## src/rtl/leaky_relu_deriv_pkg.sv

```systemverilog
// Shared Q8.8 fixed-point constants and the saturating multiply used by the
// forward and backward leaky-ReLU stages.
package leaky_relu_deriv_pkg;

  localparam int DATA_W    = 16;
  localparam int FRAC_BITS = 8;

  localparam logic signed [DATA_W-1:0] SAT_MAX = 16'sh7FFF;
  localparam logic signed [DATA_W-1:0] SAT_MIN = 16'sh8000;

  localparam logic signed [2*DATA_W-1:0] SAT_MAX_W = 32'sh0000_7FFF;
  localparam logic signed [2*DATA_W-1:0] SAT_MIN_W = 32'shFFFF_8000;

  // Full-width product, arithmetic (floor) shift, then clamp to the Q8.8 range.
  function automatic logic signed [DATA_W-1:0] fx_sat_mul(
    input logic signed [DATA_W-1:0] a,
    input logic signed [DATA_W-1:0] b,
    input int unsigned              frac
  );
    logic signed [2*DATA_W-1:0] prod;
    logic signed [2*DATA_W-1:0] shifted;
    logic signed [DATA_W-1:0]   res;
    prod    = a * b;
    shifted = prod >>> frac;
    if (shifted > SAT_MAX_W) begin
      res = SAT_MAX;
    end else if (shifted < SAT_MIN_W) begin
      res = SAT_MIN;
    end else begin
      res = shifted[DATA_W-1:0];
    end
    return res;
  endfunction

endpackage

```

## src/rtl/leaky_relu_deriv_child.sv

```systemverilog
// One column of the leaky-ReLU backward unit: H cache FIFO, derivative
// multiply, registered output and sticky underflow/overflow flags.
module leaky_relu_deriv_child
  import leaky_relu_deriv_pkg::*;
#(
  parameter int DEPTH = 8,
  parameter int FRAC  = 8
) (
  input  logic                     clk,
  input  logic                     rst,
  input  logic signed [DATA_W-1:0] leak_factor,
  input  logic                     h_valid,
  input  logic signed [DATA_W-1:0] h_data,
  input  logic                     grad_valid,
  input  logic signed [DATA_W-1:0] grad_data,
  output logic signed [DATA_W-1:0] deriv_data,
  output logic                     deriv_valid,
  output logic                     underflow,
  output logic                     overflow
);

  localparam int PTR_W = $clog2(DEPTH);
  localparam int CNT_W = PTR_W + 1;

  logic signed [DATA_W-1:0] mem_r [DEPTH];
  logic [PTR_W-1:0]         wr_ptr_r;
  logic [PTR_W-1:0]         rd_ptr_r;
  logic [CNT_W-1:0]         count_r;
  logic signed [DATA_W-1:0] data_r;
  logic                     valid_r;
  logic                     underflow_r;
  logic                     overflow_r;

  logic                     empty_s;
  logic                     full_s;
  logic                     pop_ok_s;
  logic                     push_ok_s;
  logic signed [DATA_W-1:0] head_s;
  logic signed [DATA_W-1:0] deriv_s;

  // Push/pop qualification; a full cache still accepts a push when it pops.
  always_comb begin
    empty_s   = (count_r == {CNT_W{1'b0}});
    full_s    = (count_r == CNT_W'(DEPTH));
    pop_ok_s  = grad_valid & ~empty_s;
    push_ok_s = h_valid & (~full_s | pop_ok_s);
    head_s    = mem_r[rd_ptr_r];
    if (head_s[DATA_W-1] == 1'b0) begin
      deriv_s = grad_data;
    end else begin
      deriv_s = fx_sat_mul(grad_data, leak_factor, FRAC);
    end
  end

  // Cache storage; contents are don't-care once the count is cleared by reset.
  always_ff @(posedge clk) begin
    if (!rst && push_ok_s) begin
      mem_r[wr_ptr_r] <= h_data;
    end
  end

  // Pointers, occupancy, output register and sticky flags.
  always_ff @(posedge clk) begin
    if (rst) begin
      wr_ptr_r    <= {PTR_W{1'b0}};
      rd_ptr_r    <= {PTR_W{1'b0}};
      count_r     <= {CNT_W{1'b0}};
      data_r      <= {DATA_W{1'b0}};
      valid_r     <= 1'b0;
      underflow_r <= 1'b0;
      overflow_r  <= 1'b0;
    end else begin
      if (push_ok_s) begin
        wr_ptr_r <= wr_ptr_r + PTR_W'(1);
      end
      if (pop_ok_s) begin
        rd_ptr_r <= rd_ptr_r + PTR_W'(1);
        data_r   <= deriv_s;
      end
      case ({push_ok_s, pop_ok_s})
        2'b10:   count_r <= count_r + CNT_W'(1);
        2'b01:   count_r <= count_r - CNT_W'(1);
        default: count_r <= count_r;
      endcase
      valid_r <= pop_ok_s;
      if (grad_valid && empty_s) begin
        underflow_r <= 1'b1;
      end
      if (h_valid && !push_ok_s) begin
        overflow_r <= 1'b1;
      end
    end
  end

  assign deriv_data  = data_r;
  assign deriv_valid = valid_r;
  assign underflow   = underflow_r;
  assign overflow    = overflow_r;

endmodule

```

## src/rtl/leaky_relu_deriv_parent.sv

```systemverilog
// Two-column leaky-ReLU backward unit: one independent child per column,
// sharing the leak factor and packing the sticky error bits.
module leaky_relu_deriv_parent
  import leaky_relu_deriv_pkg::*;
#(
  parameter int DEPTH = 8,
  parameter int FRAC  = 8
) (
  input  logic                     clk,
  input  logic                     rst,
  input  logic signed [DATA_W-1:0] lr_leak_factor_in,
  input  logic                     lr_h_valid_1_in,
  input  logic                     lr_h_valid_2_in,
  input  logic signed [DATA_W-1:0] lr_h_data_1_in,
  input  logic signed [DATA_W-1:0] lr_h_data_2_in,
  input  logic                     lr_valid_1_in,
  input  logic                     lr_valid_2_in,
  input  logic signed [DATA_W-1:0] lr_data_1_in,
  input  logic signed [DATA_W-1:0] lr_data_2_in,
  output logic signed [DATA_W-1:0] lr_data_1_out,
  output logic signed [DATA_W-1:0] lr_data_2_out,
  output logic                     lr_valid_1_out,
  output logic                     lr_valid_2_out,
  output logic [1:0]               lr_underflow_out,
  output logic [1:0]               lr_overflow_out
);

  logic underflow_1_s;
  logic underflow_2_s;
  logic overflow_1_s;
  logic overflow_2_s;

  leaky_relu_deriv_child #(.DEPTH(DEPTH), .FRAC(FRAC)) u_col1 (
    .clk         (clk),
    .rst         (rst),
    .leak_factor (lr_leak_factor_in),
    .h_valid     (lr_h_valid_1_in),
    .h_data      (lr_h_data_1_in),
    .grad_valid  (lr_valid_1_in),
    .grad_data   (lr_data_1_in),
    .deriv_data  (lr_data_1_out),
    .deriv_valid (lr_valid_1_out),
    .underflow   (underflow_1_s),
    .overflow    (overflow_1_s)
  );

  leaky_relu_deriv_child #(.DEPTH(DEPTH), .FRAC(FRAC)) u_col2 (
    .clk         (clk),
    .rst         (rst),
    .leak_factor (lr_leak_factor_in),
    .h_valid     (lr_h_valid_2_in),
    .h_data      (lr_h_data_2_in),
    .grad_valid  (lr_valid_2_in),
    .grad_data   (lr_data_2_in),
    .deriv_data  (lr_data_2_out),
    .deriv_valid (lr_valid_2_out),
    .underflow   (underflow_2_s),
    .overflow    (overflow_2_s)
  );

  assign lr_underflow_out = {underflow_2_s, underflow_1_s};
  assign lr_overflow_out  = {overflow_2_s, overflow_1_s};

endmodule

```

## config.mk

```make
export PLATFORM = sky130hd
export DESIGN_NAME = leaky_relu_deriv_parent
export DESIGN_NICKNAME = d
export VERILOG_FILES = /design/src/rtl/leaky_relu_deriv_pkg.sv /design/src/rtl/leaky_relu_deriv_child.sv /design/src/rtl/leaky_relu_deriv_parent.sv
export SDC_FILE = /design/constraint.sdc
export NUM_CORES = 2
export LEC_CHECK = 0
export ABC_AREA = 1
export CORE_UTILIZATION = 58
export DETAILED_ROUTE_END_ITERATION = 16
export GPL_TIMING_DRIVEN = 0
export PLACE_DENSITY = 0.83
export SYNTH_ARGS = -nofsm -noshare
export SYNTH_HDL_FRONTEND = slang
export SYNTH_SLANG_ARGS = --single-unit
```

## constraint.sdc

```tcl
create_clock -name clk -period 21 [get_ports clk]
set_clock_uncertainty 0.05 [all_clocks]
set_input_delay 4.2 -clock clk [delete_from_list [all_inputs] [get_ports clk]]
set_output_delay 4.2 -clock clk [all_outputs]
set_load 0.1 [all_outputs]
```

After elaboration in Yosys (flattened, before gate mapping)
Memories as Yosys holds them, arrays and structs flattened. A register that Yosys moved wholly into a read port is not among the register bits.
Cells that the tools add are included.
W data, S select, Z words.
Word-level totals
  bits in registers: 58
  memory bits (writable): 256
  input bits: 86
  output and inout port bits: 38
  logic and storage cells: 75
  memories: 2
Memory list
  u_col1.mem_r: depth 8, bits a word 16, read ports 1, clocked after memory_dff 1, wr ports 1, RTL line leaky_relu_deriv_child.sv:25  | logic signed [DATA_W-1:0] mem_r [DEPTH];
  u_col2.mem_r: depth 8, bits a word 16, read ports 1, clocked after memory_dff 1, wr ports 1, RTL line leaky_relu_deriv_child.sv:25
Cells by class
  add/sub/neg operators: 8
  multiply operators: 2
  $lt $le $gt $ge: 4
  eq/ne operators: 6
  muxes and demuxes: 16
  bitwise operators: 10
  reductions and logical operators: 13
Operators by type and width (count)
  $mux W16: 6
  $mul A16 B16 Y32: 2
  $gt A24 B16 Y1 const B: 2
  $lt A24 B16 Y1 const B: 2
  $pmux W4 S2: 2
  $add A3 B1 Y3 const B: 4
  $mux W3: 4
  $add A4 B1 Y4 const B: 2
  $eq A4 B4 Y1 const B: 2
  $logic_not A4 Y1: 2
  $sub A4 B1 Y4 const B: 2
  $logic_and A1 B1 Y1: 6
  $and A1 B1 Y1: 4
  $eq A2 B1 Y1 const B: 2
  $eq A2 B2 Y1 const B: 2
  $mux W1: 4
  $not A1 Y1: 4
  $reduce_bool A2 Y1: 2
  $logic_not A1 Y1: 3
  $or A1 B1 Y1: 2

Logic depth before layout (Yosys ltp)
  depth after elaboration: 8
  gate-level depth with buffers: 36
  gate-level depth less buffers: 33

Hierarchy
From an unflattened synthesis, not the netlist that was laid out.
Unflattened totals
  cells, all modules: 3408
  area, all modules: 25280.5 µm²
Modules (own cells, without submodules)
  leaky_relu_deriv_child (u_col1): times used 1, cells an instance 1724, area each 12722.2 µm², sequential area each 880.8 µm²
  leaky_relu_deriv_child (u_col2): times used 1, cells an instance 1680, area each 12528.3 µm², sequential area each 880.8 µm²
  leaky_relu_deriv_parent: times used 1, cells an instance 4, area each 30.0 µm², sequential area each 0.0 µm²

Worst setup path before layout
Ideal clock, no wire load.
  path type: in2reg
  start: in lr_data_2_in[15]
  end: reg u_col2.data_r[10] (netlist: u_col2.deriv_data[10])
  library setup time: 138 ps
  arrival: 10059 ps
  required time: 20812 ps
  path slack: 10753 ps
  cell stages on the path: 31
  buffers on the path: 3
  path through: clkbuf_1 > clkbuf_1 > nand2_1 > fa_1 > inv_1 > fa_1 > inv_1 > fa_1 > fa_1 > inv_1 > fa_1 > inv_1 > fa_1 > inv_1 > ha_1 > nand2_1 > nor2_1 > inv_1 > nor3_1 > nand2_1 > nand3_1 > nand2_1 > nand2_1 > nand2_1 > nor2_1 > nand3_1 > a21oi_4 > buf_6 > nand2_1 > nand2_1 > a21oi_2
On the way
  cells in the longest elaborated chain, start to end: 5
  elaborated cells between the ends (all ways): 6
  those cells by class: 1 x mul; 2 x order compare; 3 x mux
RTL lines
  from (decl): RTL line leaky_relu_deriv_parent.sv:19  | input logic signed [DATA_W-1:0] lr_data_2_in,
  $mul A16 B16 Y32 (*): RTL line leaky_relu_deriv_pkg.sv:23  | prod = a * b;
  $lt A24 B16 Y1: RTL line leaky_relu_deriv_pkg.sv:27  | end else if (shifted < SAT_MIN_W) begin
  $mux W16: RTL line leaky_relu_deriv_pkg.sv:27
  $mux W16 (*): RTL line leaky_relu_deriv_pkg.sv:25  | if (shifted > SAT_MAX_W) begin
  $mux W16 (*): RTL line leaky_relu_deriv_child.sv:48  | if (head_s[DATA_W-1] == 1'b0) begin
  to (signal assigned): RTL line leaky_relu_deriv_child.sv:68  | data_r <= {DATA_W{1'b0}};
  to (signal assigned): RTL line leaky_relu_deriv_child.sv:78  | data_r <= deriv_s;
  to (decl): RTL line leaky_relu_deriv_child.sv:29  | logic signed [DATA_W-1:0] data_r;
Every way passes the cells marked *; elsewhere a longest branch is shown, timed or not.
A chain may end at the register's enable or synchronous reset.

Worst setup path in the final report
  start: in lr_leak_factor_in[1]
  end: reg u_col2.data_r[0] (netlist: u_col2.deriv_data[0])
On the way
  cells in the longest elaborated chain, start to end: 5
  elaborated cells between the ends (all ways): 6
  those cells by class: 1 x mul; 2 x order compare; 3 x mux
RTL lines
  from (decl): RTL line leaky_relu_deriv_parent.sv:11  | input logic signed [DATA_W-1:0] lr_leak_factor_in,
  $mul A16 B16 Y32 (*): RTL line leaky_relu_deriv_pkg.sv:23
  $lt A24 B16 Y1: RTL line leaky_relu_deriv_pkg.sv:27
  $mux W16: RTL line leaky_relu_deriv_pkg.sv:27
  $mux W16 (*): RTL line leaky_relu_deriv_pkg.sv:25
  $mux W16 (*): RTL line leaky_relu_deriv_child.sv:48
Marked as above.

==> reports/metrics.yaml <==
status: "finished clean"
finalSetupViolations: 0
ctsHoldBuffers: 0
synth_fp_nets: 4179
fp-row-count: 75
setup_tns_ns: 0
maxCapViolCount: 0
worst_pin_slew_ns: 1.06
die_area_sq_mm: 0.0442
synthArstFlopShare_pct: 0
final_layout_size_suffix_gt1_share_pct: 2.61
maxSlewViolCount: 0
n_antenna_cell: 0
clkTransAtPathRegs_ns: 0.06
syn_inst: 3403
area_growth_pct: 6.62
cts_resized: 0
post-cts-setup-buffer-count: 0
worst_path_max_delay_cell: "clkbuf_1"
ant_nets: 0
grt_max_degree: 15
relSlewSlack_pct: 29.6
ys_seq_area_share_pct: 7.00
path_class: "in -> reg"
wl_per_cell_microns: 17.4
critPathArrivalTime_ns: 12.33
cts_max_level: 3
vias_per_cell: 5.25
cts_tree: "yes"
dpl.hpwl_microns: 59300
routabilityCongestion: 0.990
clk_latency_ns: 0.35
ys.flop_type: "dfxtp_1"
synth_area_sq_mm: 0.0252
num_io_pins: 124
antenna_found_initial: 1
vias: 21300
grt_usage_pct: 33.8
die_h_microns: 210
coreArea_sq_mm: 0.0424
max_stage_delay_ns: 0.82
fin_crit_sh_pct: 58.0
start_util_pct: 59.4
cts.sinks: 80
overflow: 0
wirelength_microns: 70700
synth_seq_cells: 80
synth_edf_count: 16
ys_types: 41
fp.dieW_microns: 210
cp-end-kind: "flop"
drcViolationCount: 0
yosysWarnings: 0
numCtsBuffers: 9
path_max_fanout: 10
start_kind: "primary input"
cts-root-buf: "clkbuf_16"
finalHoldViolCount: 0
nNetsFinal: 4253
grt_pass1_vias: 22400
crit_required_ns: 21.15
first_iter_violations: 1716
period_needed_ns: 12.17
port_buffers: 63
synth.avg_cell_area_sq_um: 7.40
rsz0062_at_grt: "no"
cts_buffer_depth: 2
fmax_mhz: 82.1
dr.pass1.iters: 6
min_path_type: "reg -> reg"
grt_pass1_wl_microns: 115000
worst paths after layout:
kind	start	to	slack (ns)	depth (start not counted)
setup / recovery	lr_leak_factor_in[1]	u_col2.deriv_data[0]$_SDFFE_PP0P_	8.83	28
hold / removal	u_col1.deriv_data[3]$_SDFFE_PP0P_	u_col1.deriv_data[3]$_SDFFE_PP0P_	0.41	2
hold reg to reg	u_col1.deriv_data[3]$_SDFFE_PP0P_	u_col1.deriv_data[3]$_SDFFE_PP0P_	0.41	2
setup reg to reg	u_col2.count_r[2]$_SDFFE_PP0P_	u_col2.count_r[3]$_SDFFE_PP0P_	17.60	13
cells by family (layout without fill, tap and decap cells):
| family | after synthesis | count (layout) | share of synthesized area (%) |
|---|---|---|---|
| and+or+nand+nor | 1201 | 1201 | 18.9 |
| buffers and inverters | 1179 | 1258 | 17.8 |
| adders and majority gates | 690 | 690 | 49.9 |
| AOI/OAI and AO/OA | 197 | 197 | 4.46 |
| DFF | 80 | 80 | 7.00 |
| xor gates and xnor gates | 56 | 56 | 1.98 |
area by class of cell:
| type | instances | area, sq um |
|---|---|---|
| plain buffers | 132 | 546 |
| clock buffers | 10 | 250 |
| clock inverters | 6 | 63.8 |
| fillers | 3700 | 15600 |
| inverters | 1047 | 3930 |
| multi-input cells | 2144 | 18900 |
| flip-flops and latches | 80 | 1760 |
| well taps | 577 | 722 |
| repair buffers | 63 | 631 |
state kept, by name (all words and copies together) (netlist names), 4 cells and up, named ones only:
name	cells
u_col1.deriv_data	16
u_col2.deriv_data	16
u_col2.mem_r	8
u_col1.mem_r	8
u_col2.count_r	4
u_col1.count_r	4
metal layers:
| layer | part of all wire, % | GRT usage [%] |
|---|---|---|
| met2 | 47 | 56.5 |
| met5 | 0.018 | 0 |
| met4 | 6.2 | 17.8 |
| met1 | 37 | 42.0 |
| met3 | 9.6 | 6.02 |
cells in the final DEF, fill, tap and decap left out, types with 5 or more instances in the layout:
cell             count
inv_2                6
or2_2                8
o21bai_1             5
inv_1             1039
nor3_1              12
buf_1                5
clkdlybuf4s50_1     63
clkbuf_1           115
a31oi_1              8
xor2_1              32
nand2_4              5
a21oi_2             19
dfxtp_1             64
nand4_1             11
edfxtp_1            16
fa_1               524
clkbuf_16           10
ha_1               166
nand3_1             42
a21oi_1             85
o21ai_0             66
nand2_2             19
xnor2_1             23
nand2_1            957
nor2_1             132
worst max-delay path, delay by kind of cell:
kind                       cells  cell delay [ns]
AOI/OAI and AO/OA              6             1.17
adders and majority gates      7             3.49
buffers and inverters          8             2.51
and+or+nand+nor                7             0.95
metrics by stage:
step	utilization, %	worst slack (ns)	std cells	hold slack (ns)	instance area, sq um
global placement	62.5	8.78	4043	0.391	26500
finish	63.3	8.83	4059	0.414	26800
global route	63.3	8.60	4059	0.439	26800
detailed placement	62.5	8.70	4043	0.405	26500
CTS	63.3	9.04	4059	0.414	26800
floorplan	-	10.75	3403	0.380	25200
cells in the mapped netlist (5+ instances only):
cell type,count,share of area [%]
a21oi_1,85,1.7
a21oi_2,19,0.66
a31oi_1,8,0.20
buf_1,5,0.075
clkbuf_1,115,1.7
dfxtp_1,64,5.1
edfxtp_1,16,1.9
fa_1,524,42
ha_1,166,8.2
inv_1,1039,15
inv_2,6,0.089
nand2_1,957,14
nand2_2,19,0.47
nand2_4,5,0.22
nand3_1,42,0.83
nand4_1,11,0.27
nor2_1,132,2.0
nor3_1,12,0.24
o21ai_0,66,1.3
o21bai_1,5,0.15
or2_2,8,0.20
xnor2_1,23,0.80
xor2_1,32,1.1
Power is left out: the tool's default activity adds up to more than one toggle a clock period on the data nets, which glitch-free logic cannot reach.
